==> src/rtl/cpu_id_pipe_if.sv <==
// Decode-stage bus: IF/WB/EX-side inputs and the ID/EX pipeline register outputs.
// master drives the stage inputs (IF, WB and EX side); slave is the decode stage.
interface cpu_id_pipe_if #(
    parameter int unsigned DATA_W = 32
);
    logic              if_valid;
    logic [DATA_W-1:0] if_pc;
    logic [31:0]       if_inst;
    logic              wb_rfw;
    logic [4:0]        wb_waddr;
    logic [DATA_W-1:0] wb_wdata;
    logic              ex_busy;
    logic              flush;

    logic              c_stall;
    logic              p_valid;
    logic [DATA_W-1:0] p_rfa;
    logic [DATA_W-1:0] p_rfb;
    logic [DATA_W-1:0] p_se;
    logic [4:0]        p_shamt;
    logic [5:0]        p_func;
    logic [4:0]        p_waddr;
    logic              p_rfw;
    logic              p_drw;
    logic              p_j;
    logic              p_b;
    logic              p_jjr;
    logic              p_rfbse;
    logic [1:0]        p_wbsrc;
    logic [5:0]        p_aluop;
    logic [25:0]       p_jaddr;
    logic [DATA_W-1:0] p_pc;
    logic [4:0]        p_rs;
    logic [4:0]        p_rt;

    modport master (
        output if_valid, if_pc, if_inst, wb_rfw, wb_waddr, wb_wdata, ex_busy, flush,
        input  c_stall, p_valid, p_rfa, p_rfb, p_se, p_shamt, p_func, p_waddr,
               p_rfw, p_drw, p_j, p_b, p_jjr, p_rfbse, p_wbsrc, p_aluop, p_jaddr,
               p_pc, p_rs, p_rt
    );

    modport slave (
        input  if_valid, if_pc, if_inst, wb_rfw, wb_waddr, wb_wdata, ex_busy, flush,
        output c_stall, p_valid, p_rfa, p_rfb, p_se, p_shamt, p_func, p_waddr,
               p_rfw, p_drw, p_j, p_b, p_jjr, p_rfbse, p_wbsrc, p_aluop, p_jaddr,
               p_pc, p_rs, p_rt
    );
endinterface

==> src/rtl/cpu_id_pipe.sv <==
// PLP decode stage: register file, decoder, hazard/flush control and ID/EX register.
// Define ID_WB_BYPASS_EN to forward same-cycle WB writes onto the rs/rt read ports.
module cpu_id_pipe #(
    parameter int unsigned DATA_W = 32,
    parameter int unsigned NREG   = 32
) (
    input logic           clk,
    input logic           rst,
    cpu_id_pipe_if.slave  bus
);
    localparam int unsigned AW = (NREG > 1) ? $clog2(NREG) : 1;

    typedef struct packed {
        logic              valid;
        logic [DATA_W-1:0] rfa;
        logic [DATA_W-1:0] rfb;
        logic [DATA_W-1:0] se;
        logic [4:0]        shamt;
        logic [5:0]        func;
        logic [4:0]        waddr;
        logic              rfw;
        logic              drw;
        logic              j;
        logic              b;
        logic              jjr;
        logic              rfbse;
        logic [1:0]        wbsrc;
        logic [5:0]        aluop;
        logic [25:0]       jaddr;
        logic [DATA_W-1:0] pc;
        logic [4:0]        rs;
        logic [4:0]        rt;
    } idex_t;

    logic [5:0]        op;
    logic [5:0]        func;
    logic [4:0]        rs;
    logic [4:0]        rt;
    logic [4:0]        rd;
    logic [15:0]       imm;

    logic [DATA_W-1:0] regs_q [NREG];
    logic [DATA_W-1:0] rfa_rd;
    logic [DATA_W-1:0] rfb_rd;

    idex_t             dec;
    idex_t             idex_q;
    idex_t             idex_d;
    logic              pend_flush_q;
    logic              pend_flush_d;
    logic              lu;
    logic              kill;
    logic              take;

    assign op   = bus.if_inst[31:26];
    assign rs   = bus.if_inst[25:21];
    assign rt   = bus.if_inst[20:16];
    assign rd   = bus.if_inst[15:11];
    assign func = bus.if_inst[5:0];
    assign imm  = bus.if_inst[15:0];

    function automatic logic idx_ok(input logic [4:0] idx);
        return (idx != 5'd0) && (32'(idx) < NREG);
    endfunction

    always_ff @(posedge clk) begin
        if (rst) begin
            for (int unsigned i = 0; i < NREG; i++) begin
                regs_q[i] <= '0;
            end
        end else if (bus.wb_rfw && idx_ok(bus.wb_waddr)) begin
            regs_q[bus.wb_waddr[AW-1:0]] <= bus.wb_wdata;
        end
    end

    always_comb begin
        rfa_rd = '0;
        rfb_rd = '0;
        if (idx_ok(rs)) rfa_rd = regs_q[rs[AW-1:0]];
        if (idx_ok(rt)) rfb_rd = regs_q[rt[AW-1:0]];
`ifdef ID_WB_BYPASS_EN
        if (bus.wb_rfw && idx_ok(rs) && bus.wb_waddr == rs) rfa_rd = bus.wb_wdata;
        if (bus.wb_rfw && idx_ok(rt) && bus.wb_waddr == rt) rfb_rd = bus.wb_wdata;
`endif
    end

    always_comb begin
        dec       = '0;
        dec.valid = bus.if_valid;
        dec.rfa   = rfa_rd;
        dec.rfb   = rfb_rd;
        dec.se    = (op == 6'h0c || op == 6'h0d) ? {{(DATA_W-16){1'b0}}, imm}
                                                 : {{(DATA_W-16){imm[15]}}, imm};
        dec.shamt = bus.if_inst[10:6];
        dec.func  = func;
        dec.rfw   = !(op == 6'h04 || op == 6'h05 || op == 6'h2b || op == 6'h02);
        if (op == 6'h23)
            dec.wbsrc = 2'd1;
        else if (op == 6'h03 || (op == 6'h00 && func == 6'h09))
            dec.wbsrc = 2'd2;
        else
            dec.wbsrc = 2'd0;
        dec.drw   = (op == 6'h2b);
        dec.rfbse = !(op == 6'h00 || op == 6'h04 || op == 6'h05);
        dec.jjr   = !(op == 6'h02 || op == 6'h03);
        if (op == 6'h03)
            dec.waddr = 5'd31;
        else if (op == 6'h00)
            dec.waddr = rd;
        else
            dec.waddr = rt;
        dec.j     = (op == 6'h02) || (op == 6'h03) ||
                    (op == 6'h00 && (func == 6'h08 || func == 6'h09));
        dec.b     = (op == 6'h04) || (op == 6'h05);
        dec.aluop = op;
        dec.jaddr = bus.if_inst[25:0];
        dec.pc    = bus.if_pc;
        dec.rs    = rs;
        dec.rt    = rt;
    end

    assign lu = idex_q.valid && idex_q.aluop == 6'h23 && idex_q.rt != 5'd0 && bus.if_valid &&
                (idex_q.rt == rs ||
                 (idex_q.rt == rt && (op == 6'h00 || op == 6'h04 || op == 6'h05)));
    assign kill = bus.flush || pend_flush_q;
    assign take = bus.if_valid && !kill && !lu;

    // Kill, load-use bubble and an empty IF slot all collapse to one case:
    // data fields still load, but valid and the side-effecting controls drop.
    always_comb begin
        idex_d = idex_q;
        if (!bus.ex_busy) begin
            idex_d       = dec;
            idex_d.valid = take;
            if (!take) begin
                idex_d.rfw   = 1'b0;
                idex_d.drw   = 1'b0;
                idex_d.j     = 1'b0;
                idex_d.b     = 1'b0;
                idex_d.wbsrc = 2'd0;
            end
        end
    end

    assign pend_flush_d = bus.ex_busy ? (pend_flush_q | bus.flush) : 1'b0;

    always_ff @(posedge clk) begin
        if (rst) begin
            idex_q       <= '0;
            pend_flush_q <= 1'b0;
        end else begin
            idex_q       <= idex_d;
            pend_flush_q <= pend_flush_d;
        end
    end

    assign bus.c_stall = !rst && (bus.ex_busy || (lu && !kill));

    assign bus.p_valid = idex_q.valid;
    assign bus.p_rfa   = idex_q.rfa;
    assign bus.p_rfb   = idex_q.rfb;
    assign bus.p_se    = idex_q.se;
    assign bus.p_shamt = idex_q.shamt;
    assign bus.p_func  = idex_q.func;
    assign bus.p_waddr = idex_q.waddr;
    assign bus.p_rfw   = idex_q.rfw;
    assign bus.p_drw   = idex_q.drw;
    assign bus.p_j     = idex_q.j;
    assign bus.p_b     = idex_q.b;
    assign bus.p_jjr   = idex_q.jjr;
    assign bus.p_rfbse = idex_q.rfbse;
    assign bus.p_wbsrc = idex_q.wbsrc;
    assign bus.p_aluop = idex_q.aluop;
    assign bus.p_jaddr = idex_q.jaddr;
    assign bus.p_pc    = idex_q.pc;
    assign bus.p_rs    = idex_q.rs;
    assign bus.p_rt    = idex_q.rt;
endmodule

==> src/flat_wrapper.sv <==
// flat-port wrapper written by rule: the top's interface ports become plain ports
module cpu_id_pipe_flat 
#(
    parameter int unsigned DATA_W = 32,
    parameter int unsigned NREG   = 32
)
  (clk, rst, bus_if_valid, bus_if_pc, bus_if_inst, bus_wb_rfw, bus_wb_waddr, bus_wb_wdata, bus_ex_busy, bus_flush, bus_c_stall, bus_p_valid, bus_p_rfa, bus_p_rfb, bus_p_se, bus_p_shamt, bus_p_func, bus_p_waddr, bus_p_rfw, bus_p_drw, bus_p_j, bus_p_b, bus_p_jjr, bus_p_rfbse, bus_p_wbsrc, bus_p_aluop, bus_p_jaddr, bus_p_pc, bus_p_rs, bus_p_rt);
  cpu_id_pipe_if #(.DATA_W(DATA_W)) bus_i ();
  input logic clk;
  input logic rst;
  input wire logic [$bits(bus_i.if_valid)-1:0] bus_if_valid;
  input wire logic [$bits(bus_i.if_pc)-1:0] bus_if_pc;
  input wire logic [$bits(bus_i.if_inst)-1:0] bus_if_inst;
  input wire logic [$bits(bus_i.wb_rfw)-1:0] bus_wb_rfw;
  input wire logic [$bits(bus_i.wb_waddr)-1:0] bus_wb_waddr;
  input wire logic [$bits(bus_i.wb_wdata)-1:0] bus_wb_wdata;
  input wire logic [$bits(bus_i.ex_busy)-1:0] bus_ex_busy;
  input wire logic [$bits(bus_i.flush)-1:0] bus_flush;
  output wire logic [$bits(bus_i.c_stall)-1:0] bus_c_stall;
  output wire logic [$bits(bus_i.p_valid)-1:0] bus_p_valid;
  output wire logic [$bits(bus_i.p_rfa)-1:0] bus_p_rfa;
  output wire logic [$bits(bus_i.p_rfb)-1:0] bus_p_rfb;
  output wire logic [$bits(bus_i.p_se)-1:0] bus_p_se;
  output wire logic [$bits(bus_i.p_shamt)-1:0] bus_p_shamt;
  output wire logic [$bits(bus_i.p_func)-1:0] bus_p_func;
  output wire logic [$bits(bus_i.p_waddr)-1:0] bus_p_waddr;
  output wire logic [$bits(bus_i.p_rfw)-1:0] bus_p_rfw;
  output wire logic [$bits(bus_i.p_drw)-1:0] bus_p_drw;
  output wire logic [$bits(bus_i.p_j)-1:0] bus_p_j;
  output wire logic [$bits(bus_i.p_b)-1:0] bus_p_b;
  output wire logic [$bits(bus_i.p_jjr)-1:0] bus_p_jjr;
  output wire logic [$bits(bus_i.p_rfbse)-1:0] bus_p_rfbse;
  output wire logic [$bits(bus_i.p_wbsrc)-1:0] bus_p_wbsrc;
  output wire logic [$bits(bus_i.p_aluop)-1:0] bus_p_aluop;
  output wire logic [$bits(bus_i.p_jaddr)-1:0] bus_p_jaddr;
  output wire logic [$bits(bus_i.p_pc)-1:0] bus_p_pc;
  output wire logic [$bits(bus_i.p_rs)-1:0] bus_p_rs;
  output wire logic [$bits(bus_i.p_rt)-1:0] bus_p_rt;
  assign bus_i.if_valid = bus_if_valid;
  assign bus_i.if_pc = bus_if_pc;
  assign bus_i.if_inst = bus_if_inst;
  assign bus_i.wb_rfw = bus_wb_rfw;
  assign bus_i.wb_waddr = bus_wb_waddr;
  assign bus_i.wb_wdata = bus_wb_wdata;
  assign bus_i.ex_busy = bus_ex_busy;
  assign bus_i.flush = bus_flush;
  assign bus_c_stall = bus_i.c_stall;
  assign bus_p_valid = bus_i.p_valid;
  assign bus_p_rfa = bus_i.p_rfa;
  assign bus_p_rfb = bus_i.p_rfb;
  assign bus_p_se = bus_i.p_se;
  assign bus_p_shamt = bus_i.p_shamt;
  assign bus_p_func = bus_i.p_func;
  assign bus_p_waddr = bus_i.p_waddr;
  assign bus_p_rfw = bus_i.p_rfw;
  assign bus_p_drw = bus_i.p_drw;
  assign bus_p_j = bus_i.p_j;
  assign bus_p_b = bus_i.p_b;
  assign bus_p_jjr = bus_i.p_jjr;
  assign bus_p_rfbse = bus_i.p_rfbse;
  assign bus_p_wbsrc = bus_i.p_wbsrc;
  assign bus_p_aluop = bus_i.p_aluop;
  assign bus_p_jaddr = bus_i.p_jaddr;
  assign bus_p_pc = bus_i.p_pc;
  assign bus_p_rs = bus_i.p_rs;
  assign bus_p_rt = bus_i.p_rt;
  cpu_id_pipe #(.DATA_W(DATA_W), .NREG(NREG)) u_core (.clk(clk), .rst(rst), .bus(bus_i));
endmodule
==> config.mk <==
export PLATFORM = sky130hd
export DESIGN_NAME = cpu_id_pipe_flat
export DESIGN_NICKNAME = d
export VERILOG_FILES = /design/src/rtl/cpu_id_pipe_if.sv /design/src/rtl/cpu_id_pipe.sv /design/src/flat_wrapper.sv
export SDC_FILE = /design/constraint.sdc
export NUM_CORES = 2
export LEC_CHECK = 0
export BUFFER_PORTS_ARGS = -buffer_cell sky130_fd_sc_hd__buf_2
export CELL_PAD_IN_SITES_DETAIL_PLACEMENT = 1
export CELL_PAD_IN_SITES_GLOBAL_PLACEMENT = 2
export CORE_ASPECT_RATIO = 1.2
export CORE_UTILIZATION = 45
export CTS_CLUSTER_SIZE = 10
export DETAILED_ROUTE_END_ITERATION = 7
export PLACE_DENSITY = 0.89
export SLEW_MARGIN = 20
export SYNTH_ARGS = -nofsm -noshare
export SYNTH_HDL_FRONTEND = slang
export SYNTH_SLANG_ARGS = --single-unit
export TNS_END_PERCENT = 30
==> constraint.sdc <==
create_clock -name clk -period 2.7 [get_ports clk]
set_clock_uncertainty 0.2 [all_clocks]
set_input_delay 0.27 -clock clk [delete_from_list [all_inputs] [get_ports clk]]
set_output_delay 0.27 -clock clk [all_outputs]
set_load 0.01 [all_outputs]
==> out/results.ini <==
[sta]
fin_crit_sh_pct=107
tightest_slew_ns=1.27
setup_viol=1
slew_headroom_pct=15.3
fin_ws_ns=-0.202
period_minus_slack_ns=2.90
max_freq_mhz=345
maxSlewViolCount=0
whs_ns=0.0534
rsz0062_at_grt=yes
hold_viol_final=0
tns_ns=-0.202

[die]
initial_utilization_pct=45.5
die_x_um=336
io_pins=303
dieArea_um2=135000
rows=146
die_height_um=402
core_area_um2=132000

[critical_path]
reg2reg_depth=7
path_delay_family=buffers and inverters
cp-startpoint=bus_if_inst[31]
critPathArrivalTime_ns=2.43
worstPathRequired_ns=2.23
crit_chain=buf_2 -> dlygate4sd3_1 -> nor4_4 -> nand4_1 -> o22ai_2 -> a31oi_4 -> nor2_1 -> buf_4 -> buf_6
timing.rr.start=u_core.bus.p_aluop[5]$_SDFFE_PP0N_
crit_cells=9
cp_num_buf_inv=4
cp_max_fo=6
start_kind=primary input
cp-end-kind=output pin
slowest_stage=dlygate4sd3_1
max_stage_delay_ns=0.69
path_class=primary input to output pin

[pwr]
ir_drop_mv=0.753
p_leak_uw=0.0264
clockPowerShare_pct=39.7
p_int_uw=33200
seqPwrFrac_pct=47.4
power_switching_share_pct=26.4
combinationalPowerShare_pct=12.8
p_sw_uw=11900
powerDensity_nw_per_um2=636

[clocking]
clk_transition_reported_paths_ns=0.06
numCtsBuffers=138
cts_tree=built
cts_max_level=4
clock-root-buffer=clkbuf_16
worstSkewPairLatency_ns=0.81
clockBufferDepth=3
cts_sinks=1168

[place]
dp.cells=6212
place_congestion=0.911
hpwlAfterDp_mm=153
io_buffers=302
place_area_um2=65400

[cells_and_area]
layout-drive-gt1-share_pct=26.5
instances_no_fill=6597
design_area_um2=70900
area.growth.synth_to_final_pct=17.9
final_core_util_pct=53.6
nNetsFinal=4804
fillers=12819

[grt]
grt_overflow_total=0
grt_pass1_vias=46307
grt_max_degree=65
grt_pass1_wl_mm=340
grtUsageTotal_pct=35.7
antenna_found_initial=34

[synthesis]
synth_cell_types=59
synth_area_um2=60100
synth_edf_count=1024
synth_ff_type=edfxtp_1
ys_ff_latch=1168
synthArstFlopShare_pct=0
ys_seq_area_share_pct=55.9
synth_warnings=0
synthCells=4265
avgSynthCellArea_um2=14.1

[run_status]
status=finished, violations left
violations=setup timing

[routing]
routed_wl_mm=243
route.detailed.drc=0
ant_nets=0
via_count=44310
wl_per_cell_um=36.9
vias_per_cell=6.72
first_pass_iters=6
drt-initial-drc-count=6288

[job]
maxCapViolations=0

[min_path]
min-delay-start=bus_if_pc[31]
min_path_cells=4
hold_class=primary input to register

power by group through the flow:
stage	registers, uW	logic [uW]	clock network [uW]
3_3_place_gp	21600	5280	0
2_1_floorplan	21400	3090	0
5_1_grt	21500	5920	18600
3_5_place_dp	21700	5430	0
4_1_cts	21300	5630	18000
6_report	21400	5790	17900
worst reg2reg max path, stage by stage, from the launching register on:
cell           delay [ns]
dfxtp_1              0.38
nand4b_1             0.11
or4_4                0.46
a21oi_4              0.18
buf_4                0.15
a21oi_2              0.12
a32o_1               0.30
dlygate4sd3_1        0.55
sequential cells by signal, summed over array words and instances, names as in the netlist:
| name | cells |
|---|---|
| u_core.bus.p_aluop | 6 |
| u_core.bus.p_b | 1 |
| u_core.bus.p_drw | 1 |
| u_core.bus.p_j | 1 |
| u_core.bus.p_jaddr | 18 |
| u_core.bus.p_jjr | 1 |
| u_core.bus.p_pc | 32 |
| u_core.bus.p_rfa | 32 |
| u_core.bus.p_rfb | 32 |
| u_core.bus.p_rfbse | 1 |
| u_core.bus.p_rfw | 1 |
| u_core.bus.p_rs | 4 |
| u_core.bus.p_rt | 4 |
| u_core.bus.p_se | 1 |
| u_core.bus.p_valid | 1 |
| u_core.bus.p_waddr | 5 |
| u_core.bus.p_wbsrc | 2 |
| u_core.pend_flush_q | 1 |
| u_core.regs_q | 1024 |
per-layer routing:
metal / GRT usage [%] / routed length [um]
met1: 41.8 / 81600
met2: 57.0 / 114000
met3: 9.66 / 28900
met4: 25.3 / 19000
met5: 0 / 115
metrics by stage:
stage / total power [uW] / setup WS, ns
finish: 45100 / -0.202
global route: 45900 / -0.246
CTS: 44900 / -0.227
detailed placement: 27100 / -0.176
global placement: 26900 / -0.0434
floorplan: 24500 / 0.352
path summary, 6_finish.rpt:
| check | endpoint | slack [ns] |
|---|---|---|
| hold / removal | u_core.bus.p_pc[31]$_SDFFE_PP0N_ | 0.05 |
| hold reg to reg | u_core.bus.p_drw$_SDFFE_PP0N_ | 0.27 |
| setup / recovery | bus_c_stall | -0.20 |
| setup reg to reg | u_core.bus.p_b$_SDFFE_PP0N_ | 0.14 |
cell type report:
class	instances	area, um2	area share (%)
Tap cell	1776	2220	3.13
Clock inverter	16	248	0.349
Multi-Input combinational cell	2628	24400	34.4
Inverter	7	26.3	0.0371
Sequential cell	1168	33600	47.5
Clock buffer	237	3920	5.53
Timing Repair Buffer	754	6400	9.03
Antenna cell	11	27.5	0.0388
repair_timing:
action                                  4_1_cts  5_1_grt
endpoints found under the setup margin        1        1
gates resized for setup                      11        4
hold buffers                                120        0
endpoints found under the hold margin      1098        0
buffers inserted                              1        0
pin swaps                                     2        1
cell families after synthesis:
logic type      count (synthesis)  share of synthesized area (%)
xor+xnor                       10                          0.146
buf+inv                       500                           4.30
mux                           799                           20.5
simple gates                 1327                           13.0
compound gates                460                           6.16
other cells                     1                        0.00624
flops                        1168                           55.9
placed cells by master, fill, tap and decap left out, types with 19 or more instances in the layout:
cell,n
mux2i_1,411
edfxtp_1,1024
o41ai_1,31
and2_1,995
nor2_4,33
dfxtp_1,139
or2_2,33
mux4_2,340
nand3_1,20
a221oi_1,111
nor2b_1,36
dlygate4sd3_1,120
a22o_1,84
buf_12,87
a311oi_1,19
a21oi_1,23
nand2_1,88
mux2_2,48
buf_2,292
a2111oi_0,43
nor2_1,81
buf_4,246
clkbuf_1,93
conb_1,32
o22ai_1,75
clkbuf_16,141
cell usage after synthesis, drive strengths merged (4+ instances only):
cell type  instances  area (um2)
dfxtp            144        2880
mux2              48         541
a22oi              5        37.5
o41ai             31         272
and2             996        6230
nor3               5        25.0
nand2b             7        43.8
a221oi           111         972
nor2             115         432
nand2             88         330
mux2i            411        4110
a22o              84         736
o31ai             13        97.6
buf              198        1450
or2               33         206
a2111oi           43         377
mux4             340        7660
a31oi              5        31.3
xnor2             10        87.6
clkbuf           295        1110
a211oi             4        30.0
nor2b             43         272
o22a              15         131
nand3             21         105
inv                6        22.5
edfxtp          1024       30700
a21oi             25         129
a311oi            19         166
o221ai            17         149
o22ai             76         475
nand3b             5        37.5
a32o               5        50.1
Note: power is estimated with default switching activity, not from simulation.
